File: src/rtl/audio_gain_sequencer_pkg.sv
// audio_pkg: shared constants, FSM state type and saturation helper for the audio gain sequencer
package audio_pkg;
   localparam int SAMPLE_W = 24;
   localparam int GAIN_W = 8;
   localparam int GAIN_SHIFT = 7;
   localparam int UNITY_GAIN = 1 << GAIN_SHIFT;
   localparam int SAMPLE_MAX = (1 << (SAMPLE_W - 1)) - 1;
   localparam int SAMPLE_MIN = -(1 << (SAMPLE_W - 1));
   typedef enum logic [2:0] {IDLE, READ, MUL, SAT, WRITE} seq_state_t;
   // returns {clip, sample}: arithmetic shift (floor) then clamp to the sample range
   function automatic logic [SAMPLE_W:0] saturate(input logic signed [SAMPLE_W+GAIN_W-1:0] acc);
      logic signed [SAMPLE_W+GAIN_W-1:0] v;
      v = acc >>> GAIN_SHIFT;
      return v > SAMPLE_MAX ? {1'b1, SAMPLE_W'(SAMPLE_MAX)} :
             v < SAMPLE_MIN ? {1'b1, SAMPLE_W'(SAMPLE_MIN)} : {1'b0, v[SAMPLE_W-1:0]};
   endfunction
endpackage

File: src/rtl/audio_gain_sequencer_if.sv
// audio_gain_sequencer_if: codec sample handshake
//   master (sequencer): in read_ready, write_ready, readdata_*; out read, write, writedata_*
//   slave  (codec)    : the mirror image
interface audio_gain_sequencer_if #(parameter int SAMPLE_W = audio_pkg::SAMPLE_W);
   logic read_ready, write_ready, read, write;
   logic [SAMPLE_W-1:0] readdata_left, readdata_right, writedata_left, writedata_right;
   modport master(input read_ready, write_ready, readdata_left, readdata_right,
                  output read, write, writedata_left, writedata_right);
   modport slave(output read_ready, write_ready, readdata_left, readdata_right,
                 input read, write, writedata_left, writedata_right);
endinterface

File: src/rtl/audio_gain_sequencer_seq_mult.sv
// seq_mult: serial signed(A_W) x unsigned(B_W) shift-add multiplier, one multiplier bit per step
//   start loads a and clears p; step adds a<<bit_idx when b[bit_idx]; done on the last step
//   bit_idx is the caller's iteration counter so several instances stay in lockstep
module seq_mult #(
   parameter int A_W = 24,
   parameter int B_W = 8,
   localparam int C_W = $clog2(B_W),
   localparam int P_W = A_W + B_W
) (
   input  logic                  clk,
   input  logic                  rst_n,
   input  logic                  start,
   input  logic                  step,
   input  logic [C_W-1:0]        bit_idx,
   input  logic [A_W-1:0]        a,
   input  logic [B_W-1:0]        b,
   output logic signed [P_W-1:0] p,
   output logic                  done
);
   logic signed [P_W-1:0] a_ext;
   always_ff @(posedge clk or negedge rst_n)
      if (!rst_n) begin
         a_ext <= '0;
         p <= '0;
      end else if (start) begin
         a_ext <= {{B_W{a[A_W-1]}}, a};
         p <= '0;
      end else if (step && b[bit_idx])
         p <= p + (a_ext <<< bit_idx);
   assign done = step && bit_idx == C_W'(B_W - 1);
endmodule

File: src/rtl/audio_gain_sequencer.sv
// audio_gain_sequencer: reads a stereo codec sample, scales it by an 8-bit gain, saturates and writes it back
//   CLOCK_50, resetn (async, active-low); codec: audio_gain_sequencer_if.master
//   gain, bypass in; clip (last written pair saturated), busy (not IDLE) out
//   AUDIO_GAIN_SMOOTH_EN: effective gain walks toward gain by +-1 per sample
module audio_gain_sequencer #(
   parameter int SAMPLE_W = audio_pkg::SAMPLE_W,
   parameter int GAIN_W = audio_pkg::GAIN_W,
   parameter int GAIN_SHIFT = audio_pkg::GAIN_SHIFT
) (
   input  logic                    CLOCK_50,
   input  logic                    resetn,
   audio_gain_sequencer_if.master  codec,
   input  logic [GAIN_W-1:0]       gain,
   input  logic                    bypass,
   output logic                    clip,
   output logic                    busy
);
   import audio_pkg::*;
   localparam int ACC_W = SAMPLE_W + GAIN_W;
   localparam int CNT_W = $clog2(GAIN_W);
   localparam logic [GAIN_W-1:0] UNITY = GAIN_W'(1 << GAIN_SHIFT);
   seq_state_t state, state_nx;
   logic [CNT_W-1:0] cnt;
   logic [GAIN_W-1:0] mul_gain, eff_nx;
   logic signed [ACC_W-1:0] acc_l, acc_r;
   logic [SAMPLE_W-1:0] sat_l, sat_r, pend_l, pend_r, out_l, out_r;
   logic clip_l, clip_r, pend_clip, out_clip, done_l, done_r, step, latch, wr;
`ifdef AUDIO_GAIN_SMOOTH_EN
   logic [GAIN_W-1:0] eff;
   assign eff_nx = gain > eff ? eff + 1'b1 : gain < eff ? eff - 1'b1 : eff;
   // bypass leaves the smoothed gain where it was
   always_ff @(posedge CLOCK_50 or negedge resetn)
      if (!resetn) eff <= UNITY;
      else if (latch && !bypass) eff <= eff_nx;
`else
   assign eff_nx = gain;
`endif
   always_ff @(posedge CLOCK_50 or negedge resetn)
      if (!resetn) state <= IDLE;
      else state <= state_nx;
   always_comb begin
      state_nx = state;
      case (state)
         IDLE: if (codec.read_ready && codec.write_ready) state_nx = READ;
         READ: state_nx = MUL;
         MUL: if (done_l && done_r) state_nx = SAT;
         SAT: state_nx = WRITE;
         WRITE: if (codec.write_ready) state_nx = IDLE;
         default: state_nx = IDLE;
      endcase
   end
   // writedata/clip switch to the pending pair in the very cycle write pulses
   always_comb begin
      wr = state == WRITE && codec.write_ready;
      codec.read = state == READ;
      codec.write = wr;
      step = state == MUL;
      busy = state != IDLE;
      latch = state == IDLE && state_nx == READ;
      codec.writedata_left = wr ? pend_l : out_l;
      codec.writedata_right = wr ? pend_r : out_r;
      clip = wr ? pend_clip : out_clip;
      {clip_l, sat_l} = saturate(acc_l);
      {clip_r, sat_r} = saturate(acc_r);
   end
   always_ff @(posedge CLOCK_50 or negedge resetn)
      if (!resetn) begin
         cnt <= '0;
         mul_gain <= UNITY;
         pend_l <= '0;
         pend_r <= '0;
         pend_clip <= 1'b0;
         out_l <= '0;
         out_r <= '0;
         out_clip <= 1'b0;
      end else begin
         cnt <= step ? cnt + 1'b1 : '0;
         if (latch) mul_gain <= bypass ? UNITY : eff_nx;
         if (state == SAT) begin
            pend_l <= sat_l;
            pend_r <= sat_r;
            pend_clip <= clip_l | clip_r;
         end
         if (wr) begin
            out_l <= pend_l;
            out_r <= pend_r;
            out_clip <= pend_clip;
         end
      end
   seq_mult #(.A_W(SAMPLE_W), .B_W(GAIN_W)) u_mult_l (
      .clk(CLOCK_50), .rst_n(resetn), .start(codec.read), .step(step), .bit_idx(cnt),
      .a(codec.readdata_left), .b(mul_gain), .p(acc_l), .done(done_l));
   seq_mult #(.A_W(SAMPLE_W), .B_W(GAIN_W)) u_mult_r (
      .clk(CLOCK_50), .rst_n(resetn), .start(codec.read), .step(step), .bit_idx(cnt),
      .a(codec.readdata_right), .b(mul_gain), .p(acc_r), .done(done_r));
endmodule
File: src/flat_wrapper.sv
// flat-port wrapper written by rule: the top's interface ports become plain ports
module audio_gain_sequencer_flat import audio_pkg::*;
#(
   parameter int SAMPLE_W = audio_pkg::SAMPLE_W,
   parameter int GAIN_W = audio_pkg::GAIN_W,
   parameter int GAIN_SHIFT = audio_pkg::GAIN_SHIFT
)
  (CLOCK_50, resetn, gain, bypass, clip, busy, codec_read_ready, codec_write_ready, codec_readdata_left, codec_readdata_right, codec_read, codec_write, codec_writedata_left, codec_writedata_right);
  audio_gain_sequencer_if #(.SAMPLE_W(SAMPLE_W)) codec_i ();
  input  logic CLOCK_50;
  input  logic resetn;
  input  logic [GAIN_W-1:0] gain;
  input  logic bypass;
  output logic clip;
  output logic busy;
  input wire logic [$bits(codec_i.read_ready)-1:0] codec_read_ready;
  input wire logic [$bits(codec_i.write_ready)-1:0] codec_write_ready;
  input wire logic [$bits(codec_i.readdata_left)-1:0] codec_readdata_left;
  input wire logic [$bits(codec_i.readdata_right)-1:0] codec_readdata_right;
  output wire logic [$bits(codec_i.read)-1:0] codec_read;
  output wire logic [$bits(codec_i.write)-1:0] codec_write;
  output wire logic [$bits(codec_i.writedata_left)-1:0] codec_writedata_left;
  output wire logic [$bits(codec_i.writedata_right)-1:0] codec_writedata_right;
  assign codec_i.read_ready = codec_read_ready;
  assign codec_i.write_ready = codec_write_ready;
  assign codec_i.readdata_left = codec_readdata_left;
  assign codec_i.readdata_right = codec_readdata_right;
  assign codec_read = codec_i.read;
  assign codec_write = codec_i.write;
  assign codec_writedata_left = codec_i.writedata_left;
  assign codec_writedata_right = codec_i.writedata_right;
  audio_gain_sequencer #(.SAMPLE_W(SAMPLE_W), .GAIN_W(GAIN_W), .GAIN_SHIFT(GAIN_SHIFT)) u_core (.CLOCK_50(CLOCK_50), .resetn(resetn), .codec(codec_i), .gain(gain), .bypass(bypass), .clip(clip), .busy(busy));
endmodule
File: config.mk
export PLATFORM = sky130hd
export DESIGN_NAME = audio_gain_sequencer_flat
export DESIGN_NICKNAME = d
export VERILOG_FILES = /design/src/rtl/audio_gain_sequencer_pkg.sv /design/src/rtl/audio_gain_sequencer_if.sv /design/src/rtl/audio_gain_sequencer_seq_mult.sv /design/src/rtl/audio_gain_sequencer.sv /design/src/flat_wrapper.sv
export SDC_FILE = /design/constraint.sdc
export NUM_CORES = 1
export LEC_CHECK = 0
export CAP_MARGIN = 20
export CORE_UTILIZATION = 45
export DETAILED_ROUTE_END_ITERATION = 10
export GPL_ROUTABILITY_DRIVEN = 0
export GPL_TIMING_DRIVEN = 0
export PLACE_DENSITY = 0.75
export SLEW_MARGIN = 5
export SYNTH_ARGS = -nofsm -noshare
export SYNTH_HDL_FRONTEND = slang
export SYNTH_SLANG_ARGS = --single-unit
File: constraint.sdc
create_clock -name CLOCK_50 -period 4.2 [get_ports CLOCK_50]
set_clock_uncertainty 0.05 [all_clocks]
set_input_delay 1.05 -clock CLOCK_50 [delete_from_list [all_inputs] [get_ports CLOCK_50]]
set_output_delay 1.05 -clock CLOCK_50 [all_outputs]
set_load 0.02 [all_outputs]
==> out/summary.txt <==
TritonRoute pass-1 iters: 5
Syn Nets: 1,593
Synth top cells by count: 265 x nand2_1, 223 x dfrtp_1, 164 x o21ai_0
Layout Utilization: 55.3%
Rel. slew slack: 50.8%
synthesized flop and latch total: 224
largest net degree at the start of global routing: 81
share of layout cells above drive strength 1: 15.4%
most common cell in the netlist: nand2_1
Post-Syn Area: 13,800 um2
Data arrival, critical path: 4.49 ns
DP Area: 15,500 um2
Post-synth EDFFs: 0
Top FF cell, synth: dfrtp_1
antenna cell count: 0
DRT iter0 DRCs: 924
global route overflow: 0
total core area: 29,900 um2
DR WL/cell: 17.6 um
pre-CTS setup slack: -0.701 ns
Vias: 11.5k
final period utilization: 98.3%
final worst slack: 0.0735 ns
Starting Density: 46.2%
H-Tree Depth: 1
status: completed
synthesized area per cell: 9.41 um2
Worst setup SP type: flip-flop
All-Layer GR Usage: 23.2%
vias in the first global route: 11.4k
Logic pwr share: 60.1%
Residual DRC: 0
CTS tree: yes
Worst Path Max Fanout: 10
CTS sink cnt: 224
full die area: 31,400 um2
antenna viol nets, final: 0
PD cells: 895 nW/um2
endpoints failing setup: 0
Fmax: 242 MHz
DIE WIDTH: 177 um
Design Power: 0.0148 W
Synth-to-Final Area Change: 19.8%
Fillers: 2,637
Slew Viols, Final: 0
Yosys Warn Count: 0
Synth area leaders: dfrtp_1 40%, mux2_2 8.8%, nand2_1 7.2%
Die H: 177 um
post-synth top area cell: dfrtp_1
post-synthesis cell type count: 74
hold_ws: 0.402 ns
Switching Fraction: 44.7%
asr flop ratio synth: 100%
clock latency on the worst-skew pair: 0.53 ns
Inserted Clock Buffers: 25
Worst Setup End Kind: flip-flop
Vias/cell: 5.71
RSZ-0062 raised after global routing: true
first-pass GRT wire length: 58,700 um
Clk pwr share: 14.6%
Max-Cap Viols: 0
share of the synthesized area in the top cell type: 40.4%
Lkg Pwr: 7.60 nW
Root Driver: clkbuf_16
FP Rows: 63
antenna violations before repair: 0
Worst-Margin Slew: 0.738 ns
CP Class: reg2reg
final hold violation count: 0
routed wire length: 35,600 um
post-route cell area: 16,500 um2
Hold Crit Class: in2async
Worst-path clk slew: 0.06 ns
sequential element share of the synthesized area: 40.6%
cell count after synthesis: 1,466
I/O pin count: 113
HPWL Detailed: 27,200 um
Crit path required time: 4.57 ns
PortBufs: 112
sw power: 0.00661 W
clk buf depth: 3
clock period minus final worst setup slack: 4.13 ns
Max rail drop VDD: 0.384 mV
nets: 1,735
Internal: 0.00818 W
Sequential Power Share: 25.3%
-- sequential cells by signal (all words and copies together) (netlist names) --
register / flops
u_core.pend_r: 24
u_core.pend_l: 24
u_core.u_mult_l.p: 32
u_core.u_mult_r.a_ext: 24
u_core.out_clip: 1
u_core.out_l: 24
u_core.out_r: 24
u_core.state: 3
u_core.mul_gain: 8
u_core.pend_clip: 1
u_core.u_mult_r.p: 32
u_core.u_mult_l.a_ext: 24
u_core.cnt: 3
-- per-layer routing --
metal / part of all wire (%) / GRT usage [%]
met5: 0 / 0
met4: 2.6 / 6.57
met3: 6.9 / 3.44
met2: 44 / 36.1
met1: 46 / 33.3
-- metrics by stage --
step | std cells | TNS, ns
after floorplan | 1466 | 0
after global placement | 1968 | -1636.45
after detailed placement | 1970 | -37.72
after CTS | 2017 | 0
after global routing | 2016 | -0.127
final | 2016 | 0
-- layout by cell type, fill, tap and decap left out, drive strengths merged, types with 10 or more instances in the layout --
cell type | synthesis | routed
a21o | 34 | 34
a21oi | 67 | 67
and3 | 10 | 10
buf | 22 | 37
clkbuf | 67 | 87
clkdlybuf4s50 | 0 | 111
dfrtp | 223 | 223
ha | 64 | 64
inv | 29 | 30
maj3 | 23 | 23
mux2 | 108 | 108
mux2i | 20 | 20
mux4 | 20 | 20
nand2 | 266 | 266
nand3 | 75 | 75
nand3b | 10 | 10
nor2 | 51 | 51
o211ai | 20 | 20
o21ai | 164 | 164
o21bai | 11 | 11
o31ai | 11 | 11
xnor2 | 31 | 31
xor2 | 26 | 26
-- worst max-delay path: stages (launching register included) --
cell and delay (ns):
dfrtp_1 0.41, clkbuf_2 0.20, clkbuf_4 0.24, nor4b_4 0.29, ha_2 0.22, inv_1 0.05, fa_2 0.34, and2b_2 0.26
o2111ai_4 0.14, a211oi_2 0.33, o31ai_2 0.14, or4_4 0.56, o211ai_4 0.13, nor4_2 0.07, or4_1 0.48, o311ai_1 0.09
-- final timing paths --
kind	from	endpoint	slack [ns]	depth (start not counted)
min in group CLOCK_50	u_core.mul_gain[7]$_DFFE_PN1P_	u_core.mul_gain[7]$_DFFE_PN1P_	0.40	2
hold / removal	resetn	u_core.out_l[2]$_DFF_PN0_	0.40	1
hold reg to reg	u_core.mul_gain[7]$_DFFE_PN1P_	u_core.mul_gain[7]$_DFFE_PN1P_	0.40	2
setup reg to reg	u_core.cnt[2]$_DFF_PN0_	u_core.u_mult_r.p[28]$_DFFE_PN0P_	0.07	15
setup / recovery	u_core.cnt[2]$_DFF_PN0_	u_core.u_mult_r.p[28]$_DFFE_PN0P_	0.07	15
max in group asynchronous	resetn	u_core.mul_gain[7]$_DFFE_PN1P_	2.56	3
-- cell families after synthesis --
| group | share of synthesized area [%] |
|---|---|
| xor+xnor | 3.62 |
| flops | 40.6 |
| mux | 13.5 |
| compound gates | 16.0 |
| buf+inv | 3.50 |
| simple gates | 15.0 |
| fa+ha+maj | 7.76 |
-- power by group through the flow --
stage / clock network, W / registers, W / logic (W)
floorplan: 0 / 0.00347 / 0.00635
global placement: 0 / 0.00370 / 0.00822
detailed placement: 0 / 0.00374 / 0.00846
CTS: 0.00222 / 0.00371 / 0.00860
global route: 0.00230 / 0.00385 / 0.00977
finish: 0.00216 / 0.00373 / 0.00889
-- area by class of cell --
type                       count  area [um2]  share of cell area [%]
buffer                        84         438                    2.65
inverter                      31         116                   0.704
clock inverter                14         138                   0.833
clock buffer                  31         688                    4.16
sequential                   224        5610                    33.9
tap                          390         488                    2.95
multi-input combinational   1122        7820                    47.3
timing repair buffer         120        1230                    7.42
-- what timing repair did --
action                                  in CTS  in global routing
pin swaps                                    3                  5
endpoints found under the hold margin        0                  0
endpoints found under the setup margin      84                 62
gates resized for setup                     42                 42
hold buffers                                 0                  0
setup buffers                                4                  2
No activity file was read; power rests on OpenSTA's default activity.
